[config.mk]
export PLATFORM = sky130hd
export DESIGN_NAME = regwb_arbiter
export DESIGN_NICKNAME = d
export VERILOG_FILES = /design/src/rtl/regwb_pkg.sv /design/src/rtl/rr_arbiter.sv /design/src/rtl/regwb_arbiter.sv
export SDC_FILE = /design/constraint.sdc
export NUM_CORES = 1
export LEC_CHECK = 0
export BUFFER_PORTS_ARGS = -buffer_cell sky130_fd_sc_hd__buf_2
export CORE_AREA = 2 2 110 112
export CTS_CLUSTER_DIAMETER = 100
export DETAILED_ROUTE_END_ITERATION = 16
export DIE_AREA = 0 0 112 114
export SYNTH_ARGS = -nofsm -noshare
export SYNTH_HDL_FRONTEND = slang
export SYNTH_SLANG_ARGS = --single-unit
[constraint.sdc]
create_clock -name p_clk -period 2.95 [get_ports p_clk]
set_input_delay 0.1475 -clock p_clk [delete_from_list [all_inputs] [get_ports p_clk]]
set_output_delay 0.1475 -clock p_clk [all_outputs]
set_load 0.03 [all_outputs]
[src/rtl/regwb_pkg.sv]
// Shared definitions for the register-file writeback arbiter.
//   WB_WIDTH / WB_ADDR : register data and address widths (mirrors project_defs.vh)
//   REG_ZERO           : hard-wired zero register; writes to it are suppressed
//   wb_req_t           : one writeback request {addr, data}
package regwb_pkg;

    localparam int unsigned WB_WIDTH = 64;
    localparam int unsigned WB_ADDR  = 5;

    localparam logic [WB_ADDR-1:0] REG_ZERO = '0;

    typedef struct packed {
        logic [WB_ADDR-1:0]  addr;
        logic [WB_WIDTH-1:0] data;
    } wb_req_t;

endpackage

[src/rtl/rr_arbiter.sv]
// Rotating-priority one-hot picker with its own pointer register.
// The search starts at the pointer and wraps; after a grant to i the
// pointer moves to i+1 so the winner becomes lowest priority.
//   clk_i   : clock
//   rst_i   : synchronous active-high reset, pointer -> 0
//   en_i    : allow a grant this cycle (low forces grant_o = 0, pointer frozen)
//   valid_i : per-requester request
//   grant_o : one-hot grant, combinational
module rr_arbiter #(
    parameter int unsigned N = 3
) (
    input  logic         clk_i,
    input  logic         rst_i,
    input  logic         en_i,
    input  logic [N-1:0] valid_i,
    output logic [N-1:0] grant_o
);

    localparam int unsigned PW = (N > 1) ? $clog2(N) : 1;

    logic [PW-1:0] ptr_q, ptr_d;
    logic [PW-1:0] sel;
    logic          found;
    int unsigned   idx;

    always_comb begin
        grant_o = '0;
        sel     = '0;
        found   = 1'b0;
        idx     = 0;
        for (int unsigned k = 0; k < N; k++) begin
            idx = (int'(ptr_q) + k) % N;
            if (!found && valid_i[idx]) begin
                found = 1'b1;
                sel   = PW'(idx);
            end
        end
        if (found && en_i) begin
            grant_o[sel] = 1'b1;
        end
    end

    always_comb begin
        ptr_d = ptr_q;
        if (|grant_o) begin
            ptr_d = (sel == PW'(N - 1)) ? '0 : sel + 1'b1;
        end
    end

    always_ff @(posedge clk_i) begin
        if (rst_i) begin
            ptr_q <= '0;
        end else begin
            ptr_q <= ptr_d;
        end
    end

endmodule

[src/rtl/regwb_arbiter.sv]
// Writeback arbiter for the single write port of the register file.
// NREQ sources share the port round-robin via valid/ready; the winner is
// registered into an output stage that drives p_we/p_writeaddr/p_din.
// Writes to r0 complete the handshake but never raise p_we.
// Optional feature (macro REGWB_FWD_EN): two forwarding read ports that
// expose the in-flight write so readers see it in the same cycle.
//   p_clk, p_rst     : clock, synchronous active-high reset
//   p_hold           : pipeline hold, blocks all grants
//   p_req_valid      : per-requester request
//   p_req_addr/data  : packed per-requester address/data
//   p_req_ready      : one-hot grant
//   p_we/p_writeaddr/p_din : registered register-file write port
//   p_fwd_*          : forwarding ports (REGWB_FWD_EN only)
module regwb_arbiter
    import regwb_pkg::*;
#(
    parameter int unsigned NREQ  = 3,
    parameter int unsigned WIDTH = WB_WIDTH,
    parameter int unsigned ADDR  = WB_ADDR
) (
    input  logic                  p_clk,
    input  logic                  p_rst,
    input  logic                  p_hold,
    input  logic [NREQ-1:0]       p_req_valid,
    input  logic [NREQ*ADDR-1:0]  p_req_addr,
    input  logic [NREQ*WIDTH-1:0] p_req_data,
    output logic [NREQ-1:0]       p_req_ready,
`ifdef REGWB_FWD_EN
    input  logic [ADDR-1:0]       p_fwd_raddr1,
    input  logic [ADDR-1:0]       p_fwd_raddr2,
    output logic                  p_fwd_hit1,
    output logic                  p_fwd_hit2,
    output logic [WIDTH-1:0]      p_fwd_data1,
    output logic [WIDTH-1:0]      p_fwd_data2,
`endif
    output logic                  p_we,
    output logic [ADDR-1:0]       p_writeaddr,
    output logic [WIDTH-1:0]      p_din
);

    logic [NREQ-1:0]  gnt;
    logic             xfer;
    wb_req_t          gnt_req;

    logic             we_q, we_d;
    logic [ADDR-1:0]  waddr_q, waddr_d;
    logic [WIDTH-1:0] din_q, din_d;

    // Reset also blocks grants so nothing handshakes while the stage is cleared.
    rr_arbiter #(
        .N(NREQ)
    ) u_rr_arbiter (
        .clk_i   (p_clk),
        .rst_i   (p_rst),
        .en_i    (!p_hold && !p_rst),
        .valid_i (p_req_valid),
        .grant_o (gnt)
    );

    assign p_req_ready = gnt;
    assign xfer        = |gnt;

    // One-hot grant, so an OR-style mux is enough.
    always_comb begin
        gnt_req = '0;
        for (int unsigned i = 0; i < NREQ; i++) begin
            if (gnt[i]) begin
                gnt_req.addr = p_req_addr[i*ADDR +: ADDR];
                gnt_req.data = p_req_data[i*WIDTH +: WIDTH];
            end
        end
    end

    always_comb begin
        we_d    = 1'b0;
        waddr_d = waddr_q;
        din_d   = din_q;
        if (xfer) begin
            we_d    = (gnt_req.addr != REG_ZERO);
            waddr_d = gnt_req.addr;
            din_d   = gnt_req.data;
        end
    end

    always_ff @(posedge p_clk) begin
        if (p_rst) begin
            we_q    <= 1'b0;
            waddr_q <= '0;
            din_q   <= '0;
        end else begin
            we_q    <= we_d;
            waddr_q <= waddr_d;
            din_q   <= din_d;
        end
    end

    assign p_we        = we_q;
    assign p_writeaddr = waddr_q;
    assign p_din       = din_q;

`ifdef REGWB_FWD_EN
    // we_q is never set for r0, so no separate zero-register check here.
    assign p_fwd_hit1  = we_q && (waddr_q == p_fwd_raddr1);
    assign p_fwd_hit2  = we_q && (waddr_q == p_fwd_raddr2);
    assign p_fwd_data1 = din_q;
    assign p_fwd_data2 = din_q;
`endif

endmodule

# --- Word level (Yosys, flattened, before mapping) ---
# Index checks and enable logic that the tools add are counted.
classes:
  n_addsub: 3
  mul: 0
  n_div: 3
  order_cmp: 5
  n_eq_ne: 1
  n_shift: 0
  muxes: 19
  bitwise: 1
  n_reduce_logical: 12
op_table:
  columns: ["cell", "count"]
  rows:
  - ["69-bit two-way mux", 3]
  - ["32-bit by 3-bit less-than comparator with 1-bit output (second input constant)", 3]
  - ["32-bit by 2-bit remainder unit with 32-bit output (second input constant)", 2]
  - ["2-bit by 2-bit remainder unit with 32-bit output (second input constant)", 1]
  - ["2-bit two-way mux", 4]
  - ["1-bit two-way mux", 7]
  - ["1-bit binary-select mux with 2-bit select", 3]
  - ["1-bit logical AND", 5]
  - ["5-bit nonzero test", 1]
  - ["1-bit logical NOT", 4]
  - ["2-bit by 1-bit adder with 3-bit output (second input constant)", 1]
  - ["2-bit by 2-bit adder with 3-bit output (second input constant)", 1]
  - ["2-bit by 3-bit less-than comparator with 1-bit output (second input constant)", 1]
  - ["3-bit two-way mux", 1]
  - ["3-bit OR reduction", 1]
  - ["2-bit by 1-bit adder with 2-bit output (second input constant)", 1]
  - ["1-bit demux with 2-bit select", 1]
  - ["2-bit == test (second input constant)", 1]
  - ["2-bit by 1-bit greater-or-equal comparator with 1-bit output (second input constant)", 1]
  - ["2-bit OR reduction", 1]
  - ["1-bit inverter", 1]
word_totals:
  ff_bits: 72
  latch_bits: 0
  ram_bits: 0
  romBits: 0
  inputBits: 213
  out_inout_bits: 73
  n_memories: 0

# --- Depth between registers and ports, before layout ---
depth:
  word_depth: 19
  ltp_mapped: 13
  ltp_nobuf: 9

# --- Modules after synthesis ---
# From an unflattened synthesis, not the netlist that was laid out.
unflattened:
  hier_cells: 406
  hier_area_um2: 3962.6
by_module_without_submodules:
  columns: ["module", "n_inst", "cells_each", "area_per_inst_um2"]
  rows:
  - ["regwb_arbiter", 1, 360, 3617.2]
  - ["rr_arbiter", 1, 46, 345.3]

# --- Least setup slack after synthesis ---
# Ideal clock, no wire load.
synth_timing:
  path_kind: "register to register"
  startpoint: "register u_rr_arbiter.ptr_q[0]"
  endpoint: "register din_q[0], in the netlist p_din[0]"
  arrival_time_ns: 2.793
  required_time_ns: 2.888
  setup_slack_ns: 0.095
  stages_incl_launch_ff: 11
  n_path_buf: 2
  cell_sequence: "dfxtp_1 -> inv_1 -> ha_1 -> mux2i_1 -> o22ai_1 -> or3_1 -> buf_2 -> a211oi_4 -> clkbuf_1 -> a222oi_1 -> nand2_1"
synth_via:
  elab_cells_between_ends: 32
  classes_between: "2 x add/sub; 3 x div; 2 x order compare; 18 x mux; 7 x reduce/logical"
synth_lines:
  columns: ["element", "line_no", "text"]
  rows:
  - ["start: declaration", "rr_arbiter.sv:21", "logic [PW-1:0] ptr_q, ptr_d;"]
  - ["start signal: assignment", "rr_arbiter.sv:54", "ptr_q <= ptr_d;"]
  - ["parallel branches: the longest is 14 deep, another holds 32-bit by 2-bit remainder unit with 32-bit output", null, null]
  - ["3-bit two-way mux (*)", "rr_arbiter.sv:38", "if (found && en_i) begin"]
  - ["via p_req_ready[1]", "regwb_arbiter.sv:27", "output logic [NREQ-1:0] p_req_ready,"]
  - ["69-bit two-way mux (2 in a row)", "regwb_arbiter.sv:67", "if (gnt[i]) begin"]
  - ["end signal: assignment", "regwb_arbiter.sv:93", "din_q <= din_d;"]
  - ["end: declaration", "regwb_arbiter.sv:47", "logic [WIDTH-1:0] din_q, din_d;"]
# Mark *: on every way through the listed nets, which the timed path passes. The select of a mux whose other input is x is not followed.
# A chain may end at the register's enable or synchronous reset.

# --- Worst setup path after layout ---
layout_timing:
  startpoint: "register u_rr_arbiter.ptr_q[1]"
  endpoint: "register waddr_q[2], in the netlist p_writeaddr[2]"
layout_via:
  elab_chain_cells: 18
  elab_cells_between_ends: 32
  classes_between: "2 x add/sub; 3 x div; 2 x order compare; 18 x mux; 7 x reduce/logical"
layout_lines:
  columns: ["element", "line_no", "text"]
  rows:
  - ["parallel branches: the longest is 14 deep, another holds 32-bit by 2-bit remainder unit with 32-bit output", null, null]
  - ["3-bit two-way mux (*)", "rr_arbiter.sv:38", null]
  - ["69-bit two-way mux (3 in a row)", "regwb_arbiter.sv:67", null]
  - ["end signal: assignment", "regwb_arbiter.sv:92", "waddr_q <= waddr_d;"]
  - ["end: declaration", "regwb_arbiter.sv:46", "logic [ADDR-1:0] waddr_q, waddr_d;"]
# Every way passes the cells marked *. The select of a mux whose other input is x is not followed.

==> results by group <==
Worst setup path
  • CP arrival: 3.08 ns
  • Setup crit start kind: flip-flop
  • WP buf/inv: 4
  • CP cell instances: inv_1 -> ha_4 -> nor2b_1 -> o21a_2 -> or3_4 -> a211oi_4 -> buf_4 -> a2111oi_4 -> buf_6 -> buf_4 -> a221o_1
  • Most frequent CP cell: buf_4
  • CP Max Fanout: 6
  • Critical Path RT: 3.17 ns
  • Top Family by Delay on Critical Path: compound AO/OA/AOI/OAI gates
  • Crit end category: flip-flop
  • Peak per-stage delay on the critical path: 0.44 ns
  • CP max-delay cell: or3_4
  • Critical path start-end classification: flip-flop to flip-flop

Clocking
  • CTS tree: yes
  • CTS Root Cell: clkbuf_16
  • Clk Latency, worst-skew pair: 0.34 ns
  • Total CTS buffers: 9
  • CTS Buffer Depth: 2
  • Clk slew on worst S/H paths: 0.06 ns
  • TritonCTS Sinks: about 70
  • H-tree levels: 3

Power
  • Worst VDD drop: 0.506 mV
  • Comb pwr share: 0.524
  • NetSw: between 2 and 3 mW
  • Pint: roughly 3.2 mW
  • Sw Share: 0.448
  • Clock share of power: 0.188
  • Reg power frac: 0.288
  • Leakage power: 2.94 nW
  • Total power: 5.88 mW
  • Cell Pwr Density: 1080 nW/um2

STA
  • Max Freq: 0.349 GHz
  • Final hold vios: 0
  • Final Max Slew Viols: 0
  • Post-route minimum period: 2.86 ns
  • Period utilisation layout: 0.970
  • Worst-margin pin slew: 0.487 ns
  • # setup viols final: 0
  • Clock skew: 0.00401 ns
  • Rel. slew slack: 0.671

Synthesis
  • #FFs+latches synth: 72
  • Largest family of logic cells by synthesized area: compound AO/OA/AOI/OAI gates
  • Synth Area in Adders: 0.0155
  • Synth Area in Simple Gates: 0.194
  • Asr flop ratio synth: 0
  • Syn Inst Count: 368
  • Post-synthesis compound-gate area fraction: 0.279
  • Post-Synth XOR/XNOR Area: 0
  • Post-Syn Area per Cell: 8.79 um2
  • Area of the mapped netlist: 3230 um2
  • Post-synthesis sequential area ratio: 0.446
  • Post-synth top flop: dfxtp_1
  • Yosys top cell area share: 0.446
  • Synth warn: 0
  • Post-synth EDFFs: 0
  • Syn nets: 585
  • Post-synth cell types: 39
  • Top cells by area, synth: dfxtp_1 (45%), a222oi_1 (20%), nand2_1 (16%), clkbuf_1 (2.1%), buf_2 (2.0%)
  • Area leader, netlist: dfxtp_1
  • Mux contribution to synthesized area: 0.0155

Global route
  • Vias in the first global route: 3,844
  • Largest net degree at the start of global routing: 38
  • Initial antenna violation count: 0
  • Gr ovfl total: 0
  • GRT Util Overall: 0.192
  • First-pass GRT wire length: approximately 19,000 um

Finish
  • Antenna cells: 0
  • Layout Utilization: 0.465
  • P&R area growth vs syn: 68.4%
  • NumNets Final: 873
  • Layout cell share with drive strength beyond 1: 0.508
  • Fillers: 1,142

Placement
  • Port bufs: 285
  • GPL Wtd Cong: 0.855
  • Detailed placement HPWL: 9630 um

Floorplanning
  • Rows: 40
  • DIE HEIGHT: 114 um
  • CORE AREA: around 12,000 um2
  • Initial Util: 0.276
  • Total Die Area: 12,800 um2
  • Width of the die: 112 um
  • IO Count: 286

Detailed routing
  • Vias per cell: 5.18
  • WL per Instance: 16.5 um
  • Via count of the routed design: 4,182
  • Iter 0 DRT Violations: 375
  • TritonRoute pass-1 iters: 10
  • ANT nets after route: 0
  • Detailed Route WL: about 13,000 um
  • DRC violations left: 0

Hold path
  • Hold crit path type: input pin to flip-flop

Job
  • Number of max-cap violations: 0

Run status
  • Status: finished, final reports clean
==> metrics by stage <==
| step | cell area (um2) | worst slack (ns) | hold WS (ns) | TNS [ns] | std cells |
|---|---|---|---|---|---|
| after detailed placement | 4950 | 0.0416 | 0.366 | 0 | 786 |
| after global routing | 5450 | -0.0239 | 0.0178 | -0.0406 | 808 |
| after CTS | 5280 | 0.00185 | 0.00740 | 0 | 803 |
| final | 5450 | 0.0883 | 0.0236 | 0 | 808 |
| after floorplan | 3230 | 0.0953 | 0.262 | 0 | 368 |
| after global placement | 4950 | 0.0907 | 0.360 | 0 | 786 |
==> synth_stat cells, drive strengths merged (2+ instances only) <==
master / n
nand2: 135
dfxtp: 72
a222oi: 64
clkbuf: 18
buf: 13
inv: 8
mux2i: 5
nor2: 5
ha: 4
a21o: 3
a22o: 3
nor2b: 3
a211oi: 2
a21oi: 2
and2: 2
and3: 2
nand3: 2
nand3b: 2
o21a: 2
o21ai: 2
o22ai: 2
o311ai: 2
==> tightest hold or removal path, delay by kind of cell <==
| family | cells | cell delay, ns |
|---|---|---|
| AO/OA/AOI/OAI | 1 | 0.06 |
| AND/OR/NAND/NOR | 1 | 0.05 |
| buffers and inverters | 1 | 0.07 |
==> cell type report <==
type                       count  area (um2)  share of cell area
timing repair buffer         308        1760               0.322
multi-input combinational    257        1730               0.318
sequential                    72        1450               0.265
clock buffer                  13         260              0.0478
tap                          147         184              0.0338
clock inverter                 3        40.0             0.00735
inverter                       8        30.0             0.00551
==> path summary, 6_finish.rpt <==
check / start / to / slack (ns) / cells after the start
worst max-delay path: u_rr_arbiter.ptr_q[1] / p_writeaddr[2] / 0.09 / 11
worst min-delay path: p_req_data[41] / p_din[41] / 0.02 / 3
worst max register to register: u_rr_arbiter.ptr_q[1] / p_writeaddr[2] / 0.09 / 11
worst min register to register: p_din[46] / p_din[46] / 0.44 / 2
==> metal layers <==
metal  vias to the layer above  global-route usage  part of all wire
met2                       223               0.336              0.51
met3                        16              0.0430             0.081
met5                         -                   0                 0
li1                       1987                   -                 -
met4                         0              0.0894             0.019
met1                      1956               0.224              0.39
==> power groups by stage <==
| stage | clock network, mW | logic, mW | registers (mW) |
|---|---|---|---|
| floorplan | 0 | 0.926 | 2.62 |
| global placement | 0 | 2.86 | 1.68 |
| detailed placement | 0 | 2.89 | 1.69 |
| CTS | 1.14 | 2.93 | 1.69 |
| global route | 1.17 | 3.29 | 1.75 |
| finish | 1.11 | 3.08 | 1.69 |
==> placed cells by master (no fill, tap or decap), types with 2 or more instances in the layout <==
| cell type | n |
|---|---|
| clkbuf_1 | 2 |
| clkinv_2 | 2 |
| o22ai_1 | 2 |
| ha_1 | 2 |
| buf_4 | 11 |
| a22o_1 | 3 |
| nand3_1 | 2 |
| a21oi_1 | 2 |
| clkbuf_16 | 12 |
| dfxtp_1 | 71 |
| buf_12 | 8 |
| a222oi_1 | 64 |
| and3_1 | 2 |
| inv_1 | 8 |
| ha_4 | 2 |
| nor2b_1 | 3 |
| o21ai_0 | 2 |
| nand3b_1 | 2 |
| a21o_1 | 3 |
| buf_2 | 285 |
| mux2i_1 | 3 |
| nand2_1 | 135 |
| clkbuf_8 | 2 |
| nor2_1 | 4 |
==> kinds of logic after synthesis <==
group                    count (synthesis)
adder cells (fa/ha/maj)                  4
multiplexers                             5
buffers and inverters                   39
flip-flops                              72
AND/OR/NAND/NOR                        156
AO/OA/AOI/OAI                           92
==> state kept, by name (all words and copies together), names as in the netlist <==
| signal | cells |
|---|---|
| p_din | 64 |
| p_writeaddr | 5 |
| u_rr_arbiter.ptr_q | 2 |
| p_we | 1 |
==> repair_timing <==
| action | 4_1_cts | 5_1_grt |
|---|---|---|
| setup endpoints to repair | 3 | 74 |
| pin swaps | 1 | 3 |
| resized for setup | 5 | 13 |
| gates cloned | 0 | 3 |
| hold buffers | 0 | 0 |
| buffers inserted | 1 | 2 |
(Power assumes the default switching activity.)
